**src/rtl/vtg_pkg.sv**
```systemverilog
// Shared definitions for the video timing generator: pixel mode encodings,
// colour-bar palette and the line/frame total helper.
package vtg_pkg;

    typedef enum logic [1:0] {
        MODE_PASS    = 2'd0,
        MODE_CHECKER = 2'd1,
        MODE_BARS    = 2'd2,
        MODE_BLACK   = 2'd3
    } vtg_mode_e;

    // 8-bit-per-component RGB, red in the top byte; the top uses only each
    // component's MSB and replicates it to DATA_W/3 bits.
    localparam logic [23:0] BAR_WHITE   = 24'hFFFFFF;
    localparam logic [23:0] BAR_YELLOW  = 24'hFFFF00;
    localparam logic [23:0] BAR_CYAN    = 24'h00FFFF;
    localparam logic [23:0] BAR_GREEN   = 24'h00FF00;
    localparam logic [23:0] BAR_MAGENTA = 24'hFF00FF;
    localparam logic [23:0] BAR_RED     = 24'hFF0000;
    localparam logic [23:0] BAR_BLUE    = 24'h0000FF;
    localparam logic [23:0] BAR_BLACK   = 24'h000000;

    localparam logic [7:0][23:0] BAR_COLOURS = {
        BAR_BLACK, BAR_BLUE, BAR_RED, BAR_MAGENTA,
        BAR_GREEN, BAR_CYAN, BAR_YELLOW, BAR_WHITE
    };

    function automatic int unsigned vtg_total(input int unsigned sync_w,
                                              input int unsigned bp,
                                              input int unsigned act,
                                              input int unsigned fp);
        return sync_w + bp + act + fp;
    endfunction

endpackage

```
**src/rtl/vtg_counter.sv**
```systemverilog
// Wrap counter 0..LAST with enable and a configurable async reset value.
module vtg_counter #(
    parameter int          W       = 16,
    parameter int unsigned LAST    = 799,
    parameter int unsigned RST_VAL = LAST
) (
    input  logic         clk,
    input  logic         rstn,
    input  logic         en,
    output logic [W-1:0] cnt,
    output logic         wrap
);

    assign wrap = en && (cnt == W'(LAST));

    always_ff @(posedge clk or negedge rstn) begin
        if (!rstn)
            cnt <= W'(RST_VAL);
        else if (en)
            cnt <= wrap ? '0 : cnt + 1'b1;
    end

endmodule

```
**src/rtl/video_timing_gen.sv**
```systemverilog
// Parametrised VESA-style timing generator with lead-time read strobe and
// runtime pixel modes. Colour bars are compiled only with VTG_PATTERN_EN.
module video_timing_gen
    import vtg_pkg::*;
#(
    parameter int H_ACTIVE = 640,
    parameter int H_FP     = 16,
    parameter int H_SYNC   = 96,
    parameter int H_BP     = 48,
    parameter int V_ACTIVE = 480,
    parameter int V_FP     = 10,
    parameter int V_SYNC   = 2,
    parameter int V_BP     = 33,
    parameter int RD_LEAD  = 3,
    parameter bit SYNC_ACT = 1'b0,
    parameter int DATA_W   = 24
) (
    input  logic              clk,
    input  logic              rstn,
    input  logic [1:0]        mode,
    input  logic              frame_parity,
    input  logic [DATA_W-1:0] mem_data,
    input  logic              mem_empty,
    input  logic              clr_stat,
    output logic              mem_rd,
    output logic [DATA_W-1:0] out_data,
    output logic              out_hsync,
    output logic              out_vsync,
    output logic              out_de,
    output logic              frame_start,
    output logic [15:0]       pixel_x,
    output logic [15:0]       pixel_y,
    output logic [15:0]       underrun_cnt
);

    localparam int H_TOTAL = int'(vtg_total(H_SYNC, H_BP, H_ACTIVE, H_FP));
    localparam int V_TOTAL = int'(vtg_total(V_SYNC, V_BP, V_ACTIVE, V_FP));

    localparam logic [15:0] HS_END  = 16'(H_SYNC);
    localparam logic [15:0] VS_END  = 16'(V_SYNC);
    localparam logic [15:0] HA0     = 16'(H_SYNC + H_BP);
    localparam logic [15:0] HA1     = 16'(H_SYNC + H_BP + H_ACTIVE);
    localparam logic [15:0] VA0     = 16'(V_SYNC + V_BP);
    localparam logic [15:0] VA1     = 16'(V_SYNC + V_BP + V_ACTIVE);
    localparam logic [15:0] RD0     = 16'(H_SYNC + H_BP - RD_LEAD);
    localparam logic [15:0] RD1     = 16'(H_SYNC + H_BP + H_ACTIVE - RD_LEAD);
    localparam logic [15:0] PX_LAST = 16'(H_ACTIVE - 1);

    logic [15:0] h_cnt, v_cnt;
    logic        h_wrap, v_wrap;
    logic        h_act, v_act, rd_win, at_origin;
    logic        line_par;
    vtg_mode_e   mode_q;
    logic [15:0] stat_cnt;

    vtg_counter #(.W(16), .LAST(H_TOTAL - 1), .RST_VAL(H_TOTAL - 1)) u_hcnt (
        .clk(clk), .rstn(rstn), .en(1'b1), .cnt(h_cnt), .wrap(h_wrap)
    );

    vtg_counter #(.W(16), .LAST(V_TOTAL - 1), .RST_VAL(V_TOTAL - 1)) u_vcnt (
        .clk(clk), .rstn(rstn), .en(h_wrap), .cnt(v_cnt), .wrap(v_wrap)
    );

    assign h_act     = (h_cnt >= HA0) && (h_cnt < HA1);
    assign v_act     = (v_cnt >= VA0) && (v_cnt < VA1);
    // The read window is the active window moved RD_LEAD clocks earlier in the same line.
    assign rd_win    = (h_cnt >= RD0) && (h_cnt < RD1);
    assign at_origin = (h_cnt == '0) && (v_cnt == '0);

    always_ff @(posedge clk or negedge rstn) begin
        if (!rstn) begin
            out_hsync   <= ~SYNC_ACT;
            out_vsync   <= ~SYNC_ACT;
            out_de      <= 1'b0;
            mem_rd      <= 1'b0;
            frame_start <= 1'b0;
            pixel_x     <= '0;
            pixel_y     <= '0;
            mode_q      <= MODE_PASS;
            line_par    <= 1'b0;
        end else begin
            out_hsync   <= (h_cnt < HS_END) ? SYNC_ACT : ~SYNC_ACT;
            out_vsync   <= (v_cnt < VS_END) ? SYNC_ACT : ~SYNC_ACT;
            out_de      <= h_act && v_act;
            mem_rd      <= rd_win && v_act;
            frame_start <= at_origin;
            pixel_x     <= (h_act && v_act) ? h_cnt - HA0 : '0;
            pixel_y     <= (h_act && v_act) ? v_cnt - VA0 : '0;
            if (at_origin) begin
                mode_q   <= vtg_mode_e'(mode);
                line_par <= frame_parity;
            end else if (out_de && pixel_x == PX_LAST) begin
                line_par <= ~line_par;
            end
        end
    end

    always_ff @(posedge clk or negedge rstn) begin
        if (!rstn)
            stat_cnt <= '0;
        else if (clr_stat)
            stat_cnt <= '0;
        else if (mem_rd && mem_empty && stat_cnt != 16'hFFFF)
            stat_cnt <= stat_cnt + 16'd1;
    end

    assign underrun_cnt = stat_cnt;

    logic [DATA_W-1:0] bar_px;
`ifdef VTG_PATTERN_EN
    localparam int CW = DATA_W / 3;
    logic [2:0] bar_idx;
    assign bar_idx = 3'((32'(pixel_x) * 32'd8) / 32'(H_ACTIVE));
    for (genvar c = 0; c < 3; c++) begin : g_comp
        assign bar_px[c*CW +: CW] = {CW{BAR_COLOURS[bar_idx][c*8 + 7]}};
    end
`else
    assign bar_px = '0;
`endif

    // mem_data arrives aligned with out_de, so the final mux is combinational.
    always_comb begin
        out_data = '0;
        if (out_de) begin
            case (mode_q)
                MODE_PASS:    out_data = mem_data;
                MODE_CHECKER: if (pixel_x[0] == line_par) out_data = mem_data;
                MODE_BARS:    out_data = bar_px;
                default:      out_data = '0;
            endcase
        end
    end

    logic unused;
    assign unused = v_wrap;

endmodule
```
**config.mk**
```make
export PLATFORM = sky130hd
export DESIGN_NAME = video_timing_gen
export DESIGN_NICKNAME = d
export VERILOG_FILES = /design/src/rtl/vtg_pkg.sv /design/src/rtl/vtg_counter.sv /design/src/rtl/video_timing_gen.sv
export SDC_FILE = /design/constraint.sdc
export NUM_CORES = 1
export LEC_CHECK = 0
export CAP_MARGIN = 0
export CORE_UTILIZATION = 54
export DETAILED_ROUTE_END_ITERATION = 6
export PLACE_DENSITY_LB_ADDON = 0.12
export SETUP_SLACK_MARGIN = 0.2
export SYNTH_ARGS = -nofsm -noshare
export SYNTH_HDL_FRONTEND = slang
export SYNTH_HIERARCHICAL = 1
export SYNTH_SLANG_ARGS = --single-unit
```
**constraint.sdc**
```tcl
create_clock -name clk -period 7 [get_ports clk]
set_input_delay 0.7 -clock clk [delete_from_list [all_inputs] [get_ports clk]]
set_output_delay 0.7 -clock clk [all_outputs]
set_load 0.01 [all_outputs]
```
==> results.md <==
- Outcome: finished clean
- Register area share after synthesis: 0.499
- EDFF count, synth: 0
- Area post-placement: 5630 µm²
- Critical path arrival: 2.64 ns
- Seq pwr share: 0.497
- Router iterations before antenna repair: 4
- Detail Route Antenna Nets: 0
- # Max-Cap Violations: 0
- VDD IR-drop max: 132 µV
- Initial antenna violation count: 0
- DIE WIDTH: 92.7 µm
- CTS H-tree depth: 3
- Most used DFF post-synth: dfrtp_1
- Switching Fraction: 0.286
- Post-Syn Area: 4440 µm²
- Top post-synthesis cells by area: dfrtp_1 (43%), dfstp_2 (7.1%), xnor2_1 (5.3%)
- Fmax: 300 MHz
- Worst hold path type: register to register
- Worst setup path endpoint: out_data[15]
- Sink Count: 88
- Syn avg cell area: 10.2 µm²
- Cells after Synth: 434
- Grt ovf: 0
- Core area: 7850 µm²
- Clk network pwr share: 0.348
- Die H: 92.7 µm
- FF-to-FF End: u_vcnt/cnt[15]
- Synth-to-Final Area Change: 31.8%
- Final nets: 587
- Critical path launch point: line_par
- Fin area: 5860 µm²
- Gp weighted congestion: 0.883
- Via Count: 3729
- Initial cell density of the core: 0.566
- Largest net degree at the start of global routing: 89
- Worst r2r src: u_hcnt/cnt[9]
- Gate power share: 0.155
- Most instantiated cells after synthesis: dfrtp_1 (76), nor3_1 (36), nand2_1 (28), xnor2_1 (27), nor2_1 (26)
- Vias in the first global route: 3528
- Die area: 8590 µm²
- Worst Path Max Fanout: 24
- Fin crit share: 0.477
- Crit Path Category: register to output pin
- Worst-path clk slew: 0.09 ns
- Max transition margin: 0.185
- LEAKAGE: 2.39 nW
- Reg2Reg Depth: 7
- Final Max Tran Viols: 0
- Psw: 0.328 mW
- Final Hold Viols: 0
- Flop2flop setup slack: 3.81 ns
- Yosys synthesis warning count: 6
- RSZ-0062 raised after global routing: no
- Starting DRT DRC Count: 195
- Req. time, crit path: 6.30 ns
- Post-DP HPWL: 7.66 mm
- Postcts setup bufs: 0
- Pwr/cell area: 196 nW/µm²
- CTS tree: done
- IO Count: 108
- Share of layout cells above drive strength 1: 0.0958
- Max clock buf depth: 2
- Count of cell types in the netlist: 61
- Final Skew: 0.00725 ns
- CTS Hold Bufs: 0
- Hold slack: 0.506 ns
- Total GRT Usage: 0.264
- Via/cell ratio: 5.69
- Port Buffers: 107
- Total Neg Setup Slack: 0 ns
- Clock Root Buffer: clkbuf_8
- Clock latency on the worst-skew pair: 0.36 ns
- Drc violations: 0
- Post-DR wirelength/cell: 16.2 µm
- Post_cts resized: 0
- # setup viols final: 0
- N_diodes: 0
- CP Capture Type: output pin
- Synth Register Bits: 88
- Pint: 0.817 mW
- Startpoint types: register
- Total Routed Length: 10.6 mm
- Post-synth ARST share: 1.00
- Num CTS Buffers: 9
- Rows: 32
- Hold_sp: u_vcnt/cnt[15]
- First-pass GRT wire length: 17.5 mm
- Yosys top cell area share: 0.428
- Slew @ Worst Pin: 1.22 ns
- Count leader, synth: dfrtp_1
- Cell accounting for the most synthesized area: dfrtp_1
- Minimum clock period: 3.34 ns
[placed cells by master, fill, tap and decap left out, drive strengths merged, types with 12 or more instances in the layout]
cell / n
clkdlybuf4s50: 106
dfstp: 12
nand3: 16
nor3: 36
inv: 14
and2: 25
nor2: 26
xnor2: 28
nand2: 28
a21oi: 16
nand4: 18
dfrtp: 76
[metrics by stage]
step / std cells / setup slack [ns] / power, mW / utilization
2_1_floorplan: 443 / 4.54 / 0.698 / -
3_3_place_gp: 639 / 4.03 / 0.752 / 0.717
3_5_place_dp: 639 / 3.88 / 0.756 / 0.717
4_1_cts: 655 / 3.64 / 1.15 / 0.746
5_1_grt: 655 / 3.43 / 1.20 / 0.746
6_report: 655 / 3.66 / 1.14 / 0.746
[critical path, stage by stage, from the launching register on]
cell             delay [ns]
dfrtp_1                0.41
xor2_1                 0.16
a21oi_1                0.90
and2_1                 0.25
clkdlybuf4s50_1        0.56
[per-layer routing]
layer / vias up / share of wire / track usage
met3: 12 / 0.064 / 0.0542
met1: 1797 / 0.42 / 0.351
met2: 132 / 0.50 / 0.431
li1: 1788 / - / -
met5: - / 0 / 0
met4: 0 / 0.016 / 0.0974
[kinds of logic after synthesis]
group                    Yosys count  share of synthesized area
adder cells (fa/ha/maj)            8                     0.0225
other                              2                    0.00169
multiplexers                       5                     0.0124
flip-flops                        88                      0.499
XOR/XNOR                          38                     0.0766
AO/OA/AOI/OAI                     52                     0.0786
AND/OR/NAND/NOR                  214                      0.285
buffers and inverters             27                     0.0239
[worst min path at each step]
stage / endpoint / depth (start not counted)
CTS: u_vcnt/cnt[15] / 1
floorplan: frame_start / 0
global route: u_vcnt/cnt[15] / 1
detailed placement: u_vcnt/cnt[15] / 1
finish: u_vcnt/cnt[15] / 1
global placement: mode_q[1] / 1
[power by group through the flow]
stage	combinational [mW]	clock [mW]	sequential [mW]
floorplan	0.129	0	0.569
global placement	0.177	0	0.575
detailed placement	0.179	0	0.577
CTS	0.180	0.406	0.568
global route	0.204	0.423	0.574
finish	0.178	0.399	0.569
[registers in the layout, summed over array words and instances (netlist names)]
signal,count
pixel_x,16
pixel_y,16
u_hcnt/cnt,16
u_vcnt/cnt,16
underrun_cnt,16
mode_q,2
frame_start,1
line_par,1
mem_rd,1
out_de,1
out_hsync,1
out_vsync,1
[layout make-up]
type	count	area [µm²]
sequential	88	2220
multi-input combinational	328	2160
fill	578	1990
timing repair buffer	108	1080
clock buffer	10	138
tap	102	128
clock inverter	6	91.3
inverter	13	48.8
Note: power is estimated with default switching activity, not from simulation.
